===== config.mk =====
export PLATFORM = sky130hd
export DESIGN_NAME = multicycle_controller
export DESIGN_NICKNAME = d
export VERILOG_FILES = /design/src/rtl/riscv_ctrl_pkg.sv /design/src/rtl/alu_decoder.sv /design/src/rtl/multicycle_controller.sv
export SDC_FILE = /design/constraint.sdc
export NUM_CORES = 1
export LEC_CHECK = 0
export CAP_MARGIN = 15
export CORE_MARGIN = 2
export CORE_UTILIZATION = 44
export CTS_BUF_LIST = sky130_fd_sc_hd__clkbuf_8
export DETAILED_ROUTE_END_ITERATION = 8
export PLACE_DENSITY = 0.95
export SLEW_MARGIN = 20
export SYNTH_ARGS = -nofsm -noshare
export SYNTH_HDL_FRONTEND = slang
export SYNTH_SLANG_ARGS = --single-unit

===== constraint.sdc =====
create_clock -name CLK -period 2.4 [get_ports CLK]
set_clock_uncertainty 0.1 [all_clocks]
set_input_delay 0.24 -clock CLK [delete_from_list [all_inputs] [get_ports CLK]]
set_output_delay 0.24 -clock CLK [all_outputs]
set_load 0.01 [all_outputs]

===== src/rtl/riscv_ctrl_pkg.sv =====
// Shared encodings for the multicycle RV32I controller: FSM states, opcodes,
// mux-select codes, ALUOp and ALU_CONTROL values. TRAP state exists only with CTRL_TRAP_EN.
package riscv_ctrl_pkg;

   typedef enum logic [3:0] {
      S_FETCH,
      S_DECODE,
      S_MEMADR,
      S_MEMREAD,
      S_MEMWB,
      S_MEMWRITE,
      S_EXECUTER,
      S_EXECUTEI,
      S_ALUWB,
      S_BRANCH,
`ifdef CTRL_TRAP_EN
      S_JAL,
      S_TRAP
`else
      S_JAL
`endif
   } state_t;

   localparam logic [6:0] OP_LOAD   = 7'b0000011;
   localparam logic [6:0] OP_STORE  = 7'b0100011;
   localparam logic [6:0] OP_RTYPE  = 7'b0110011;
   localparam logic [6:0] OP_ITYPE  = 7'b0010011;
   localparam logic [6:0] OP_BRANCH = 7'b1100011;
   localparam logic [6:0] OP_JAL    = 7'b1101111;

   localparam logic [1:0] RES_ALUOUT  = 2'b00;
   localparam logic [1:0] RES_MEMDATA = 2'b01;
   localparam logic [1:0] RES_ALURES  = 2'b10;

   localparam logic [1:0] SRCA_PC    = 2'b00;
   localparam logic [1:0] SRCA_OLDPC = 2'b01;
   localparam logic [1:0] SRCA_RS1   = 2'b10;

   localparam logic [1:0] SRCB_RS2  = 2'b00;
   localparam logic [1:0] SRCB_IMM  = 2'b01;
   localparam logic [1:0] SRCB_FOUR = 2'b10;

   localparam logic [1:0] IMM_I = 2'b00;
   localparam logic [1:0] IMM_S = 2'b01;
   localparam logic [1:0] IMM_B = 2'b10;
   localparam logic [1:0] IMM_J = 2'b11;

   localparam logic [1:0] ALUOP_ADD   = 2'b00;
   localparam logic [1:0] ALUOP_SUB   = 2'b01;
   localparam logic [1:0] ALUOP_FUNCT = 2'b10;

   localparam logic [2:0] ALUC_ADD = 3'b000;
   localparam logic [2:0] ALUC_SUB = 3'b001;
   localparam logic [2:0] ALUC_AND = 3'b010;
   localparam logic [2:0] ALUC_OR  = 3'b011;
   localparam logic [2:0] ALUC_SLT = 3'b101;

   // Immediate format depends only on the opcode, so the extender can run in every state.
   function automatic logic [1:0] imm_src_of(input logic [6:0] op);
      case (op)
         OP_STORE:  imm_src_of = IMM_S;
         OP_BRANCH: imm_src_of = IMM_B;
         OP_JAL:    imm_src_of = IMM_J;
         default:   imm_src_of = IMM_I;
      endcase
   endfunction

endpackage


===== src/rtl/alu_decoder.sv =====
// Combinational ALU decoder: maps ALUOp plus instruction fields to ALU_CONTROL.
module alu_decoder
   import riscv_ctrl_pkg::*;
(
   input  logic [1:0] alu_op,
   input  logic [2:0] funct3,
   input  logic       funct7b5,
   input  logic       op5,
   output logic [2:0] alu_control
);

   always_comb begin
      alu_control = ALUC_ADD;
      case (alu_op)
         ALUOP_ADD: alu_control = ALUC_ADD;
         ALUOP_SUB: alu_control = ALUC_SUB;
         ALUOP_FUNCT: begin
            case (funct3)
               // funct7[5] only means sub for register-register ops; addi reuses that bit as immediate
               3'b000:  alu_control = (funct7b5 & op5) ? ALUC_SUB : ALUC_ADD;
               3'b010:  alu_control = ALUC_SLT;
               3'b110:  alu_control = ALUC_OR;
               3'b111:  alu_control = ALUC_AND;
               default: alu_control = ALUC_ADD;
            endcase
         end
         default: alu_control = ALUC_ADD;
      endcase
   end

endmodule


===== src/rtl/multicycle_controller.sv =====
// Main control FSM for the multicycle RV32I core with unified memory handshake.
// Optional CTRL_TRAP_EN: unknown opcodes park the FSM in TRAP and raise sticky ILLEGAL.
module multicycle_controller
   import riscv_ctrl_pkg::*;
(
   input  logic       CLK,
   input  logic       RESET,
   input  logic [6:0] OP,
   input  logic [2:0] FUNCT3,
   input  logic       FUNCT7B5,
   input  logic       ZERO,
   input  logic       MEM_READY,
   output logic       MEM_REQ,
   output logic       MEM_WRITE,
   output logic       ADR_SRC,
   output logic       IR_WRITE,
   output logic       PC_WRITE,
   output logic       REG_WRITE,
   output logic [1:0] RESULT_SRC,
   output logic [1:0] ALU_SRC_A,
   output logic [1:0] ALU_SRC_B,
   output logic [1:0] IMM_SRC,
   output logic [2:0] ALU_CONTROL,
   output logic       ILLEGAL
);

   state_t     state, state_next;
   logic [1:0] alu_op;

   always_ff @(posedge CLK) begin
      if (RESET) state <= S_FETCH;
      else       state <= state_next;
   end

`ifdef CTRL_TRAP_EN
   logic illegal_q;
   always_ff @(posedge CLK) begin
      if (RESET)                   illegal_q <= 1'b0;
      else if (state_next == S_TRAP) illegal_q <= 1'b1;
   end
   assign ILLEGAL = illegal_q;
`else
   assign ILLEGAL = 1'b0;
`endif

   assign IMM_SRC = imm_src_of(OP);

   alu_decoder u_alu_decoder (
      .alu_op      (alu_op),
      .funct3      (FUNCT3),
      .funct7b5    (FUNCT7B5),
      .op5         (OP[5]),
      .alu_control (ALU_CONTROL)
   );

   always_comb begin
      state_next = state;
      MEM_REQ    = 1'b0;
      MEM_WRITE  = 1'b0;
      ADR_SRC    = 1'b0;
      IR_WRITE   = 1'b0;
      PC_WRITE   = 1'b0;
      REG_WRITE  = 1'b0;
      RESULT_SRC = RES_ALUOUT;
      ALU_SRC_A  = SRCA_PC;
      ALU_SRC_B  = SRCB_RS2;
      alu_op     = ALUOP_ADD;

      case (state)
         S_FETCH: begin
            MEM_REQ    = 1'b1;
            ALU_SRC_A  = SRCA_PC;
            ALU_SRC_B  = SRCB_FOUR;
            RESULT_SRC = RES_ALURES;
            if (MEM_READY) begin
               IR_WRITE   = 1'b1;
               PC_WRITE   = 1'b1;
               state_next = S_DECODE;
            end
         end
         S_DECODE: begin
            // Precompute branch/jump target into ALUOut while the opcode is decoded.
            ALU_SRC_A = SRCA_OLDPC;
            ALU_SRC_B = SRCB_IMM;
            case (OP)
               OP_LOAD, OP_STORE: state_next = S_MEMADR;
               OP_RTYPE:          state_next = S_EXECUTER;
               OP_ITYPE:          state_next = S_EXECUTEI;
               OP_BRANCH:         state_next = S_BRANCH;
               OP_JAL:            state_next = S_JAL;
`ifdef CTRL_TRAP_EN
               default:           state_next = S_TRAP;
`else
               default:           state_next = S_FETCH;
`endif
            endcase
         end
         S_MEMADR: begin
            ALU_SRC_A  = SRCA_RS1;
            ALU_SRC_B  = SRCB_IMM;
            state_next = OP[5] ? S_MEMWRITE : S_MEMREAD;
         end
         S_MEMREAD: begin
            MEM_REQ = 1'b1;
            ADR_SRC = 1'b1;
            if (MEM_READY) state_next = S_MEMWB;
         end
         S_MEMWB: begin
            RESULT_SRC = RES_MEMDATA;
            REG_WRITE  = 1'b1;
            state_next = S_FETCH;
         end
         S_MEMWRITE: begin
            MEM_REQ   = 1'b1;
            MEM_WRITE = 1'b1;
            ADR_SRC   = 1'b1;
            if (MEM_READY) state_next = S_FETCH;
         end
         S_EXECUTER: begin
            ALU_SRC_A  = SRCA_RS1;
            ALU_SRC_B  = SRCB_RS2;
            alu_op     = ALUOP_FUNCT;
            state_next = S_ALUWB;
         end
         S_EXECUTEI: begin
            ALU_SRC_A  = SRCA_RS1;
            ALU_SRC_B  = SRCB_IMM;
            alu_op     = ALUOP_FUNCT;
            state_next = S_ALUWB;
         end
         S_ALUWB: begin
            RESULT_SRC = RES_ALUOUT;
            REG_WRITE  = 1'b1;
            state_next = S_FETCH;
         end
         S_BRANCH: begin
            ALU_SRC_A  = SRCA_RS1;
            ALU_SRC_B  = SRCB_RS2;
            alu_op     = ALUOP_SUB;
            RESULT_SRC = RES_ALUOUT;
            // funct3[0] distinguishes bne from beq
            PC_WRITE   = ZERO ^ FUNCT3[0];
            state_next = S_FETCH;
         end
         S_JAL: begin
            ALU_SRC_A  = SRCA_OLDPC;
            ALU_SRC_B  = SRCB_FOUR;
            RESULT_SRC = RES_ALUOUT;
            PC_WRITE   = 1'b1;
            state_next = S_ALUWB;
         end
`ifdef CTRL_TRAP_EN
         S_TRAP: state_next = S_TRAP;
`endif
         default: state_next = S_FETCH;
      endcase

      // Reset abandons any in-flight access without letting a strobe escape this cycle.
      if (RESET) begin
         MEM_REQ   = 1'b0;
         MEM_WRITE = 1'b0;
         IR_WRITE  = 1'b0;
         PC_WRITE  = 1'b0;
         REG_WRITE = 1'b0;
      end
   end

endmodule


Word level (Yosys, flattened, before mapping)
Cells that the tools add are included.

Register bits after elaboration: 4. Word-level logic and storage cells: 66.

Equality and inequality tests: 24. Multiplexer cells: 26. Bitwise gates (word level): 2. Reduce and logical (&&, ||, !) cells: 13.

Operators with widths (number): $pmux 4 s6 (1); $pmux 4 s5 (1); $eq 4x3->1 const B (4); $pmux 2 s2 (4); $eq 7x6->1 const B (2); $eq 7x7->1 const B (2); $eq 4x4->1 const B (3); $mux 1 (12); $mux 4 (3); $pmux 3 s4 (1); $reduce_or 2->1 (6); $reduce_or 3->1 (3); $eq 4x2->1 const B (2); $eq 7x2->1 const B (1); $eq 7x5->1 const B (1); $eq 3x3->1 const B (2); $ne 2x2->1 const B (3); $pmux 2 s3 (1); $pmux 3 s2 (1); $eq 4x1->1 const B (1); $logic_not 4->1 (1); $reduce_or 4->1 (1); $eq 3x2->1 const B (1); $logic_not 3->1 (1); 7 further kinds (7).

Longest topological paths before layout
Gate-level depths: netlist of run 1.

Depth after elaboration: 5. Mapped depth: 7. Gate-level depth less buffers: 7.

By module
A second synthesis of run 1 with hierarchy kept.

Cells, all modules: 93. Area, all modules: 659.4 sq um.

By module, submodules not included: multicycle_controller (times used 1, cells each 82, area an instance 563.0 sq um, sequential area each 80.1 sq um); alu_decoder (times used 1, cells each 11, area an instance 96.3 sq um, sequential area each 0.0 sq um).

Worst setup path before layout of run 1
No wires, ideal clock.

Kind: reg-to-output. Start point: register state[3]. End point: output port ALU_CONTROL[2]. Arrival: 1.496 ns. Data required time: 2.060 ns. Setup slack: 0.564 ns. Stages on the path, launching flop included: 6. Cells stage by stage: dfxtp_1 > buf_4 > and2b_1 > and2_1 > ha_1 > nor4_1.

Longest elaborated chain between the ends: 5. Elaborated cells on any way between the ends: 8.

RTL lines: start: declaration (line multicycle_controller.sv:27) `state_t state, state_next;`; start signal: assignment (line multicycle_controller.sv:32) `else state <= state_next;`; $eq 4x3->1 (line multicycle_controller.sv:69) `case (state)`; $reduce_or 2->1 (no source line); $pmux 2 s2 (*) (line multicycle_controller.sv:69); $eq 2x2->1 or $eq 2x1->1 (tied branches) (line alu_decoder.sv:14) `case (alu_op)`; $pmux 3 s2 (*) (line alu_decoder.sv:14); end: declaration (line multicycle_controller.sv:23) `output logic [2:0] ALU_CONTROL,`.

Every way passes the cells marked *; elsewhere a longest branch is shown, timed or not.

Worst setup path after layout of run 1
Start point: input port OP[5]. End point: output port IMM_SRC[0].

Longest elaborated chain between the ends: 2. Elaborated cells on any way between the ends: 4.

RTL lines: start: declaration (line multicycle_controller.sv:8) `input logic [6:0] OP,`; $eq 7x7->1 or $eq 7x6->1 (tied branches) (line riscv_ctrl_pkg.sv:60) `case (op)`; $pmux 2 s3 (*) (line riscv_ctrl_pkg.sv:60); end: declaration (line multicycle_controller.sv:22) `output logic [1:0] IMM_SRC,`.

Marked as above.

==> results of run 1 <==
worst max-delay path: stages:
cell and delay, ps:
clkdlybuf4s50_1 490, nor2b_1 220, nand4_1 140, o22ai_1 160, and2_1 150, clkdlybuf4s50_1 530
per-layer routing:
metal | vias to the layer above | GRT usage
li1 | 399 | -
met1 | 354 | 0.256
met2 | 35 | 0.397
met3 | 4 | 0.0553
met4 | 0 | 0.0625
met5 | - | 0
final timing paths:
path | startpoint | endpoint
worst min register to register | state[2]$_SDFFE_PP0P_ | state[2]$_SDFFE_PP0P_
worst max register to register | state[1]$_SDFFE_PP0P_ | state[2]$_SDFFE_PP0P_
worst min-delay path | state[2]$_SDFFE_PP0P_ | state[2]$_SDFFE_PP0P_
worst max-delay path | OP[5] | IMM_SRC[0]
timing repair:
action | CTS | global route
hold buffers | 0 | 0
gates resized for setup | 1 | 1
buffers inserted | 0 | 0
endpoints found under the setup margin | 1 | 1
synth_stat cells, drive strengths merged, types with 2 or more instances:
| master | count | area share |
|---|---|---|
| a21o | 3 | 0.034 |
| a21oi | 6 | 0.045 |
| a31oi | 2 | 0.019 |
| and2 | 5 | 0.047 |
| and2b | 2 | 0.023 |
| and3 | 2 | 0.019 |
| buf | 8 | 0.091 |
| dfxtp | 4 | 0.12 |
| ha | 2 | 0.038 |
| inv | 4 | 0.023 |
| nand2 | 7 | 0.040 |
| nand2b | 4 | 0.038 |
| nor2 | 10 | 0.057 |
| nor2b | 2 | 0.019 |
| nor3 | 5 | 0.038 |
| nor3b | 3 | 0.042 |
| nor4 | 4 | 0.061 |
| o21ai | 7 | 0.059 |
| xnor2 | 3 | 0.040 |
kinds of logic (layout without fill, tap and decap cells):
logic type      Yosys count  after routing  share of synthesized area
compound gates           23             23                      0.216
other cells               1              1                    0.00568
fa+ha+maj                 2              2                     0.0379
simple gates             49             49                      0.437
buf+inv                  12             45                      0.114
mux                       1              1                     0.0152
flops                     4              4                      0.121
xor+xnor                  4              4                     0.0530
power groups by stage:
stage	clock (uW)	sequential [uW]	combinational, uW
6_report	139	69.5	111
5_1_grt	149	69.7	120
4_1_cts	140	69.5	110
3_5_place_dp	0	70.4	109
3_3_place_gp	0	70.4	106
2_1_floorplan	0	71.5	50.5
layout make-up:
class | count | area share
sequential | 4 | 0.0781
tap | 15 | 0.0183
inverter | 4 | 0.0147
clock buffer | 3 | 0.0403
timing repair buffer | 38 | 0.353
multi-input combinational | 80 | 0.496
stage by stage:
| step | instances | hold WS [ps] | instance area (um^2) | setup slack (ps) |
|---|---|---|---|---|
| 3_3_place_gp | 141 | 592 | 982 | 218 |
| 4_1_cts | 144 | 607 | 1020 | 131 |
| 3_5_place_dp | 141 | 594 | 982 | 129 |
| 2_1_floorplan | 96 | 325 | 661 | 564 |
| 5_1_grt | 144 | 656 | 1020 | 9.23 |
| 6_report | 144 | 617 | 1020 | 133 |
cell usage in the layout, fill, tap and decap left out, types with 2 or more instances in the layout:
cell             synthesis  final
nor4_1                   3      3
and2_1                   5      5
a21o_1                   3      3
xnor2_1                  3      3
nand2b_1                 4      4
inv_1                    4      4
clkbuf_8                 0      3
a31oi_1                  2      2
dfxtp_1                  4      4
o21ai_0                  5      5
nor3b_1                  2      2
and3_1                   2      2
nand2_1                  7      7
nor2b_1                  2      2
nor2_1                  10      9
buf_4                    3      7
and2b_1                  2      2
clkdlybuf4s50_1          0     30
nor3_1                   5      5
ha_1                     2      2
a21oi_1                  6      6
==> metrics.txt, run 1 <==
# TYPE chip_impl_metric gauge
chip_impl_metric{name="total_cts_buffers",unit=""} 3
chip_impl_metric{name="synth-async-reset-ratio",unit=""} 0
chip_impl_info{name="highest-signal-layer",value="met4"} 1
chip_impl_metric{name="post-layout-total-power",unit="uW"} 320
chip_impl_metric{name="power_frac_seq",unit=""} 0.217
chip_impl_metric{name="die_width",unit="um"} 42.8
chip_impl_metric{name="met3_wire_length",unit="um"} 139
chip_impl_metric{name="rr_worst_depth",unit=""} 5
chip_impl_metric{name="dp_hpwl",unit="um"} 1460
chip_impl_metric{name="dieArea",unit="mm^2"} 0.00183
chip_impl_metric{name="grt_use_total",unit=""} 0.222
chip_impl_metric{name="initial_core_util",unit=""} 0.489
chip_impl_metric{name="postSynthCellCount",unit=""} 96
chip_impl_metric{name="drt-met1-wl",unit="um"} 808
chip_impl_info{name="clk_root_buffer_cell",value="clkbuf_8"} 1
chip_impl_metric{name="final_max_slew_viol_count",unit=""} 0
chip_impl_metric{name="fin_crit",unit="ps"} 2270
chip_impl_info{name="clock_tree_from_tritoncts",value="built"} 1
chip_impl_info{name="timing.critical_path.to_type",value="output pin"} 1
chip_impl_metric{name="finalSetupViolCount",unit=""} 0
chip_impl_info{name="reg.largest.list",value="state: 4 flops"} 1
chip_impl_metric{name="cp_data_arrival_time",unit="ps"} 1930
chip_impl_metric{name="drt-total-wl",unit="um"} 1890
chip_impl_metric{name="clkLatencyLatePin",unit="ps"} 220
chip_impl_metric{name="register_area",unit="um^2"} 80.1
chip_impl_metric{name="power_leakage",unit="uW"} 0.000410
chip_impl_metric{name="post-route-util",unit=""} 0.759
chip_impl_metric{name="required_time_of_the_worst_setup_path",unit="ps"} 2060
chip_impl_metric{name="layout-area-overhead-vs-synth",unit="%"} 55.1
chip_impl_metric{name="placement_rows",unit=""} 13
chip_impl_metric{name="clockPowerShare",unit=""} 0.435
chip_impl_metric{name="finalHoldViolations",unit=""} 0
chip_impl_metric{name="cts_num_sinks",unit=""} 4
chip_impl_info{name="run_status",value="finished clean"} 1
chip_impl_metric{name="synth_area",unit="um^2"} 661
chip_impl_metric{name="grt_start_max_net_pins",unit=""} 19
chip_impl_metric{name="total_switching_power",unit="uW"} 84.0
chip_impl_metric{name="post_synth.cell_area_avg",unit="um^2"} 6.88
chip_impl_metric{name="boundaryPins",unit=""} 33
chip_impl_metric{name="final_layout_size_suffix_gt1_frac",unit=""} 0.116
chip_impl_metric{name="cts-root-to-sink-buffers",unit=""} 2
chip_impl_metric{name="port-buffer-count",unit=""} 31
chip_impl_metric{name="drt-vias-per-instance",unit=""} 5.50
chip_impl_metric{name="largest_register_ffs",unit=""} 4
chip_impl_metric{name="synth_enable_flop_cells",unit=""} 0
chip_impl_metric{name="clock_transition_at_the_register_clock_pins_on_the_worst_setup_and_hold_paths_after_cts",unit="ps"} 30
chip_impl_info{name="largest-register",value="state"} 1
chip_impl_metric{name="max_cap_violation_count",unit=""} 0
chip_impl_metric{name="ir_drop",unit="V"} 0.000642
chip_impl_metric{name="wire_per_inst",unit="um"} 13.1
chip_impl_metric{name="power.combinational.fraction",unit=""} 0.347
chip_impl_info{name="critical_path_class",value="in -> out"} 1
chip_impl_metric{name="fin_nets",unit=""} 148
chip_impl_metric{name="fp.dieH",unit="um"} 42.8
chip_impl_metric{name="met2_length",unit="um"} 907
chip_impl_metric{name="multi_input_comb_area",unit="um^2"} 508
chip_impl_metric{name="setup_tns",unit="ps"} 0
chip_impl_metric{name="globalRouteOverflowTotal",unit=""} 0
chip_impl_metric{name="max_freq",unit="GHz"} 0.441
chip_impl_info{name="cp-start-kind",value="input pin"} 1
chip_impl_metric{name="critPathMaxFanout",unit=""} 3
chip_impl_metric{name="htree_num_levels",unit=""} 1
chip_impl_metric{name="routed-via-count",unit=""} 792
chip_impl_metric{name="postSynthRegisterBits",unit=""} 4
chip_impl_metric{name="worst_hold_path.num_cells",unit=""} 3
chip_impl_metric{name="seq_area_frac_synth",unit=""} 0.121
chip_impl_info{name="leading_register_cell_type_out_of_synthesis",value="dfxtp_1"} 1
chip_impl_metric{name="n_antenna_cell",unit=""} 0
chip_impl_info{name="grt_setup_unrepaired",value="false"} 1
chip_impl_metric{name="ff2ff_setup_slack",unit="ps"} 970
chip_impl_metric{name="fp.coreArea",unit="mm^2"} 0.00135
chip_impl_metric{name="synth_cell_type_count",unit=""} 38
chip_impl_metric{name="part_of_the_cycle_the_worst_path_needs",unit=""} 0.945
chip_impl_metric{name="drc",unit=""} 0
chip_impl_metric{name="grt_pass1_vias",unit=""} 772
chip_impl_metric{name="grt_antenna_before_repair",unit=""} 0
chip_impl_metric{name="p_sw_frac",unit=""} 0.262
chip_impl_metric{name="grt_pass1_wl",unit="um"} 3220
chip_impl_metric{name="ys.warnings.count",unit=""} 0
chip_impl_metric{name="fillerInstances",unit=""} 93
chip_impl_metric{name="intPower",unit="uW"} 236
chip_impl_info{name="worstHoldPathType",value="reg -> reg"} 1
chip_impl_metric{name="routabilityCongestion",unit=""} 0.875
chip_impl_metric{name="postRouteAntennaNets",unit=""} 0
chip_impl_metric{name="synth.net_count",unit=""} 113
chip_impl_metric{name="power-per-cell-area",unit="mW/mm^2"} 312
chip_impl_metric{name="detail_route.iter0.violations",unit=""} 23
chip_impl_metric{name="first_pass_iters",unit=""} 4
Power figures use the tool's default switching activity.
==> run 2, diff against run 1 <==
RECOVER_POWER = 100   (was unset)
==> metrics.txt, run 2 (same netlist as run 1, synthesis figures left out) <==
# TYPE chip_impl_metric gauge
chip_impl_info{name="run_status",value="finished clean"} 1
chip_impl_metric{name="met2_length",unit="um"} 910
chip_impl_info{name="cp_slowest_cell",value="clkdlybuf4s50_1"} 1
chip_impl_metric{name="dpl_cell_area",unit="um^2"} 982
chip_impl_metric{name="routabilityCongestion",unit=""} 0.875
chip_impl_info{name="timing.critical_path.to_type",value="output pin"} 1
chip_impl_metric{name="worst_hold_slack",unit="ps"} 630
chip_impl_metric{name="largest_register_ffs",unit=""} 4
chip_impl_metric{name="routed-via-count",unit=""} 795
chip_impl_metric{name="post-layout-total-power",unit="uW"} 316
chip_impl_metric{name="finalSetupViolCount",unit=""} 0
chip_impl_metric{name="clockPowerShare",unit=""} 0.442
chip_impl_metric{name="globalRouteOverflowTotal",unit=""} 0
chip_impl_metric{name="fillerInstances",unit=""} 96
chip_impl_info{name="largest-register",value="state"} 1
chip_impl_metric{name="grt_pass1_vias",unit=""} 772
chip_impl_info{name="clk_root_buffer_cell",value="clkbuf_8"} 1
chip_impl_metric{name="cts_num_sinks",unit=""} 4
chip_impl_metric{name="cts-root-to-sink-buffers",unit=""} 2
chip_impl_metric{name="post-route-util",unit=""} 0.746
chip_impl_metric{name="port-buffer-count",unit=""} 31
chip_impl_metric{name="final_layout_size_suffix_gt1_frac",unit=""} 0.109
chip_impl_metric{name="cp_num_buf_inv",unit=""} 2
chip_impl_info{name="path_cells",value="clkdlybuf4s50_1 -> nor2b_1 -> nand4_1 -> o22ai_1 -> and2_1 -> clkdlybuf4s50_1"} 1
chip_impl_metric{name="total_switching_power",unit="uW"} 82.3
chip_impl_metric{name="setup_tns",unit="ps"} 0
chip_impl_metric{name="placement_rows",unit=""} 13
chip_impl_metric{name="holdBufCountCts",unit=""} 0
chip_impl_metric{name="fp.coreArea",unit="mm^2"} 0.00135
chip_impl_metric{name="grt_pass1_wl",unit="um"} 3220
chip_impl_metric{name="multi_input_comb_area",unit="um^2"} 493
chip_impl_metric{name="p_sw_frac",unit=""} 0.261
chip_impl_metric{name="grt_antenna_before_repair",unit=""} 0
chip_impl_metric{name="drt-met1-wl",unit="um"} 769
chip_impl_metric{name="max_cap_violation_count",unit=""} 0
chip_impl_metric{name="cpPeakStageDelay",unit="ps"} 530
chip_impl_metric{name="fin_crit",unit="ps"} 2270
chip_impl_metric{name="initial_core_util",unit=""} 0.489
chip_impl_metric{name="final_max_slew_viol_count",unit=""} 0
chip_impl_metric{name="htree_num_levels",unit=""} 1
chip_impl_metric{name="power.combinational.fraction",unit=""} 0.338
chip_impl_metric{name="clock_transition_at_the_register_clock_pins_on_the_worst_setup_and_hold_paths_after_cts",unit="ps"} 30
chip_impl_metric{name="n_antenna_cell",unit=""} 0
chip_impl_metric{name="met3_wire_length",unit="um"} 158
chip_impl_metric{name="power-per-cell-area",unit="mW/mm^2"} 313
chip_impl_info{name="cpMostUsedCell",value="clkdlybuf4s50_1"} 1
chip_impl_info{name="reg.largest.list",value="state: 4 flops"} 1
chip_impl_info{name="clock_tree_from_tritoncts",value="built"} 1
chip_impl_info{name="layout_common_cells",value="clkdlybuf4s50_1, dlygate4sd3_1, nor2_1, nand2_1"} 1
chip_impl_metric{name="postRouteAntennaNets",unit=""} 0
chip_impl_metric{name="boundaryPins",unit=""} 33
chip_impl_metric{name="register_area",unit="um^2"} 80.1
chip_impl_metric{name="first_pass_iters",unit=""} 4
chip_impl_metric{name="die_width",unit="um"} 42.8
chip_impl_metric{name="drt-vias-per-instance",unit=""} 5.52
chip_impl_metric{name="grt_start_max_net_pins",unit=""} 19
chip_impl_metric{name="intPower",unit="uW"} 233
chip_impl_metric{name="fp.dieH",unit="um"} 42.8
chip_impl_metric{name="clkLatencyLatePin",unit="ps"} 220
chip_impl_metric{name="detail_route.iter0.violations",unit=""} 19
chip_impl_metric{name="drc",unit=""} 0
chip_impl_metric{name="drt-total-wl",unit="um"} 1870
chip_impl_metric{name="finalHoldViolations",unit=""} 0
chip_impl_metric{name="fin_nets",unit=""} 148
chip_impl_metric{name="final_area",unit="mm^2"} 0.00101
chip_impl_metric{name="layout-area-overhead-vs-synth",unit="%"} 52.5
chip_impl_metric{name="postCtsSetupBuffers",unit=""} 0
chip_impl_metric{name="cp_data_arrival_time",unit="ps"} 1930
chip_impl_metric{name="critPathMaxFanout",unit=""} 3
chip_impl_metric{name="power_leakage",unit="uW"} 0.000438
chip_impl_info{name="critical_path.top_delay_family",value="buffers and inverters"} 1
chip_impl_info{name="layout.cells.most_common",value="clkdlybuf4s50_1"} 1
chip_impl_metric{name="wire_per_inst",unit="um"} 13.0
chip_impl_metric{name="required_time_of_the_worst_setup_path",unit="ps"} 2060
chip_impl_metric{name="total_cts_buffers",unit=""} 3
chip_impl_metric{name="power_frac_seq",unit=""} 0.220
chip_impl_info{name="grt_setup_unrepaired",value="false"} 1
chip_impl_metric{name="grt_use_total",unit=""} 0.222
chip_impl_metric{name="dieArea",unit="mm^2"} 0.00183
chip_impl_metric{name="part_of_the_cycle_the_worst_path_needs",unit=""} 0.944
chip_impl_metric{name="ir_drop",unit="V"} 0.000642
chip_impl_info{name="critical_path_class",value="in -> out"} 1
chip_impl_metric{name="dp_hpwl",unit="um"} 1460
chip_impl_info{name="cp-start-kind",value="input pin"} 1
chip_impl_info{name="highest-signal-layer",value="met4"} 1
chip_impl_info{name="worstHoldPathType",value="reg -> reg"} 1
chip_impl_metric{name="max_freq",unit="GHz"} 0.441
-- run 2: through the flow --
| stage | setup slack (ps) | instances |
|---|---|---|
| CTS | 131 | 144 |
| global route | 9.29 | 144 |
| global placement | 218 | 141 |
| detailed placement | 129 | 141 |
| floorplan | 564 | 96 |
| finish | 133 | 144 |
-- run 2: cell type report --
type | instances | share of cell area
inverter | 4 | 0.0149
clock buffer | 3 | 0.0410
tap | 15 | 0.0186
timing repair buffer | 38 | 0.357
multi-input combinational | 80 | 0.489
sequential | 4 | 0.0795
-- run 2: worst reg2reg max path, cell delays in order (launching register included) --
cell and delay (ps):
dfxtp_1 320, buf_4 170, nand2b_1 200, nor4_1 320, a31oi_1 140, o21ai_0 170
-- run 2: timing repair --
item	CTS	global route
resized for setup	1	1
gates cloned	0	0
pin swaps	0	0
endpoints found under the setup margin	1	1
-- run 2: routing by layer --
layer,vias up,track usage
met5,-,0
met4,0,0.0625
met3,4,0.0553
met2,40,0.397
met1,352,0.256
li1,399,-
-- run 2: power by group through the flow --
stage	clock network, uW	logic, uW	registers, uW
final	139	107	69.6
after global routing	149	116	69.7
after CTS	140	110	69.5
after detailed placement	0	109	70.4
after global placement	0	106	70.4
after floorplan	0	50.5	71.5
-- run 2: worst paths after layout --
kind,to,slack (ps),cells past startpoint,startpoint
worst min-delay path,state[1]$_SDFFE_PP0P_,630,2,state[1]$_SDFFE_PP0P_
worst max register to register,state[2]$_SDFFE_PP0P_,890,5,state[1]$_SDFFE_PP0P_
worst min register to register,state[1]$_SDFFE_PP0P_,630,2,state[1]$_SDFFE_PP0P_
worst max-delay path,IMM_SRC[0],130,6,OP[5]
==> RTL change (settings of run 1) <==
Build with the macro `CTRL_TRAP_EN` defined.
--- a/src/rtl/riscv_ctrl_pkg.sv
+++ b/src/rtl/riscv_ctrl_pkg.sv
@@ -2,2 +2,4 @@
 // mux-select codes, ALUOp and ALU_CONTROL values. TRAP state exists only with CTRL_TRAP_EN.
+`define CTRL_TRAP_EN
+
 package riscv_ctrl_pkg;
Function: changed (a bounded check fails within 4 cycles, from zero or initial values and one cycle with RESET high).
==> RTL change against run 1 <==
Cell area up 9.0%. Worst setup slack improved by 0.032 ns. Wire length increased by 14%. Synthesized cell count increased by 6.3%. Hold slack worse by 0.24 ns. Area after synthesis up 11%. Sequential cell count grew 1. Critical path type is now flop to output port.
Power is left out: it rests on default switching activity, and per cell area and clock period it moved more than threefold.
==> RTL change: results (changes against run 1) <==
[clock_network]
cts_setup_buffers = 0  ; unchanged
cts_made_buffers = 3  ; unchanged
cts_resized = 1  ; unchanged
cts_sinks = 5  ; was 4
cts_root_buf = clkbuf_8  ; unchanged

[floorplan]
num_tap_cells = 16  ; was 15

[synthesis]
yosys.area_share.adder_pct = 3.407  ; was 3.788%
synthTopCellsByArea = dfxtp_1, nor2_1, nor3_1  ; was dfxtp_1, nor2_1, and2_1
synth_common_cells = nor2_1, nor3_1, a21oi_1  ; was nor2_1, nand2_1, a21oi_1
synth.distinct_cells = 40  ; was 38
syn_avg_cell_area_um2 = 7.201  ; was 6.882 um^2
synth_compound_area_share_pct = 20.61  ; was 21.59%
synthMuxAreaShare_pct = 2.726  ; was 1.515%
synthXorXnorAreaFrac_pct = 4.770  ; was 5.303%
synth_fp_nets = 119  ; was 113
yosys_warnings = 0  ; unchanged
synth.yosys.seq_area_share_pct = 13.63  ; was 12.12%
synth_ff_type = dfxtp_1  ; unchanged

[placement]
pre_cts_slack_ns = 0.1988  ; was 0.1294 ns
place_hpwl_um = 1627  ; was 1456 um
globalplace.congestion = 0.8648  ; was 0.8752
portBuffers = 32  ; was 31
place_area_um2 = 1066  ; was 982.2 um^2

[layout]
n_all_inverters = 7  ; was 4
clk_share_pct = 4.031  ; was 4.029%
stdcell_count = 152  ; was 144
stdcell_area_um2 = 1117  ; was 1025 um^2
drive_gt1_share_pct = 15.44  ; was 11.63%
num-multi-input-gates = 83  ; was 80
fill_cells = 127  ; was 93
multi_input_area_um2 = 566.8  ; was 508.0 um^2
nonClkBufAreaFrac_pct = 32.14  ; was 35.29%
n_all_buffers = 37  ; was 38
insertedDiodeCount = 0  ; unchanged
seq_share_pct = 8.959  ; was 7.814%

[setup_path]
crit_path_max_incr_delay_ns = 0.49  ; was 0.53 ns
worst_ep_arrival_time_ns = 1.90  ; was 1.93 ns
crit_fanout = 4  ; was 3
crit_family = simple AND/OR/NAND/NOR gates  ; was buffers and inverters

[worst_hold_path]
hold_class = flop to flop  ; unchanged

[grt]
grt_pass1_wl_um = 3470  ; was 3215 um
grt_max_degree = 15  ; was 19
grt_pass1_vias = 783  ; was 772
antenna_found_initial = 0  ; unchanged
grt.total_usage_pct = 23.34  ; was 22.17%

[routing]
viasPerCell = 5.888  ; was 5.500
drt_iter0_drc = 20  ; was 23
drt_wl_total_um = 2145  ; was 1885 um
drt_pass1_iterations = 4  ; unchanged

[sta]
slew_violations = 0  ; unchanged
slew_headroom_pct = 73.09

[run_status]
status = complete, no violations  ; unchanged

-- RTL change: final timing paths --
path,cells after the start,slack (ns),startpoint,to
max,6,0.16,state[1],ALU_CONTROL[2]
min,2,0.38,ILLEGAL,ILLEGAL
max reg2reg,6,0.77,state[2],ILLEGAL
min reg2reg,2,0.38,ILLEGAL,ILLEGAL
-- RTL change: cells by family (layout without fill, tap and decap cells) --
| kind of cell | after synthesis | in the layout |
|---|---|---|
| adder cells (fa/ha/maj) | 2 | 2 |
| buffers and inverters | 14 | 48 |
| multiplexers | 2 | 2 |
| XOR/XNOR | 4 | 4 |
| flip-flops | 5 | 5 |
| AO/OA/AOI/OAI | 24 | 24 |
| AND/OR/NAND/NOR | 51 | 51 |
-- RTL change: tightest hold or removal path: stages (launching register included) --
cell and delay, ns:
dfxtp_1 0.30, inv_1 0.06, o22ai_2 0.07
-- RTL change: layer usage --
metal	share of wire, %	GRT usage (%)
met5	0	0
met1	44	30.39
met3	6.2	3.600
met2	48	38.84
met4	1.7	8.824
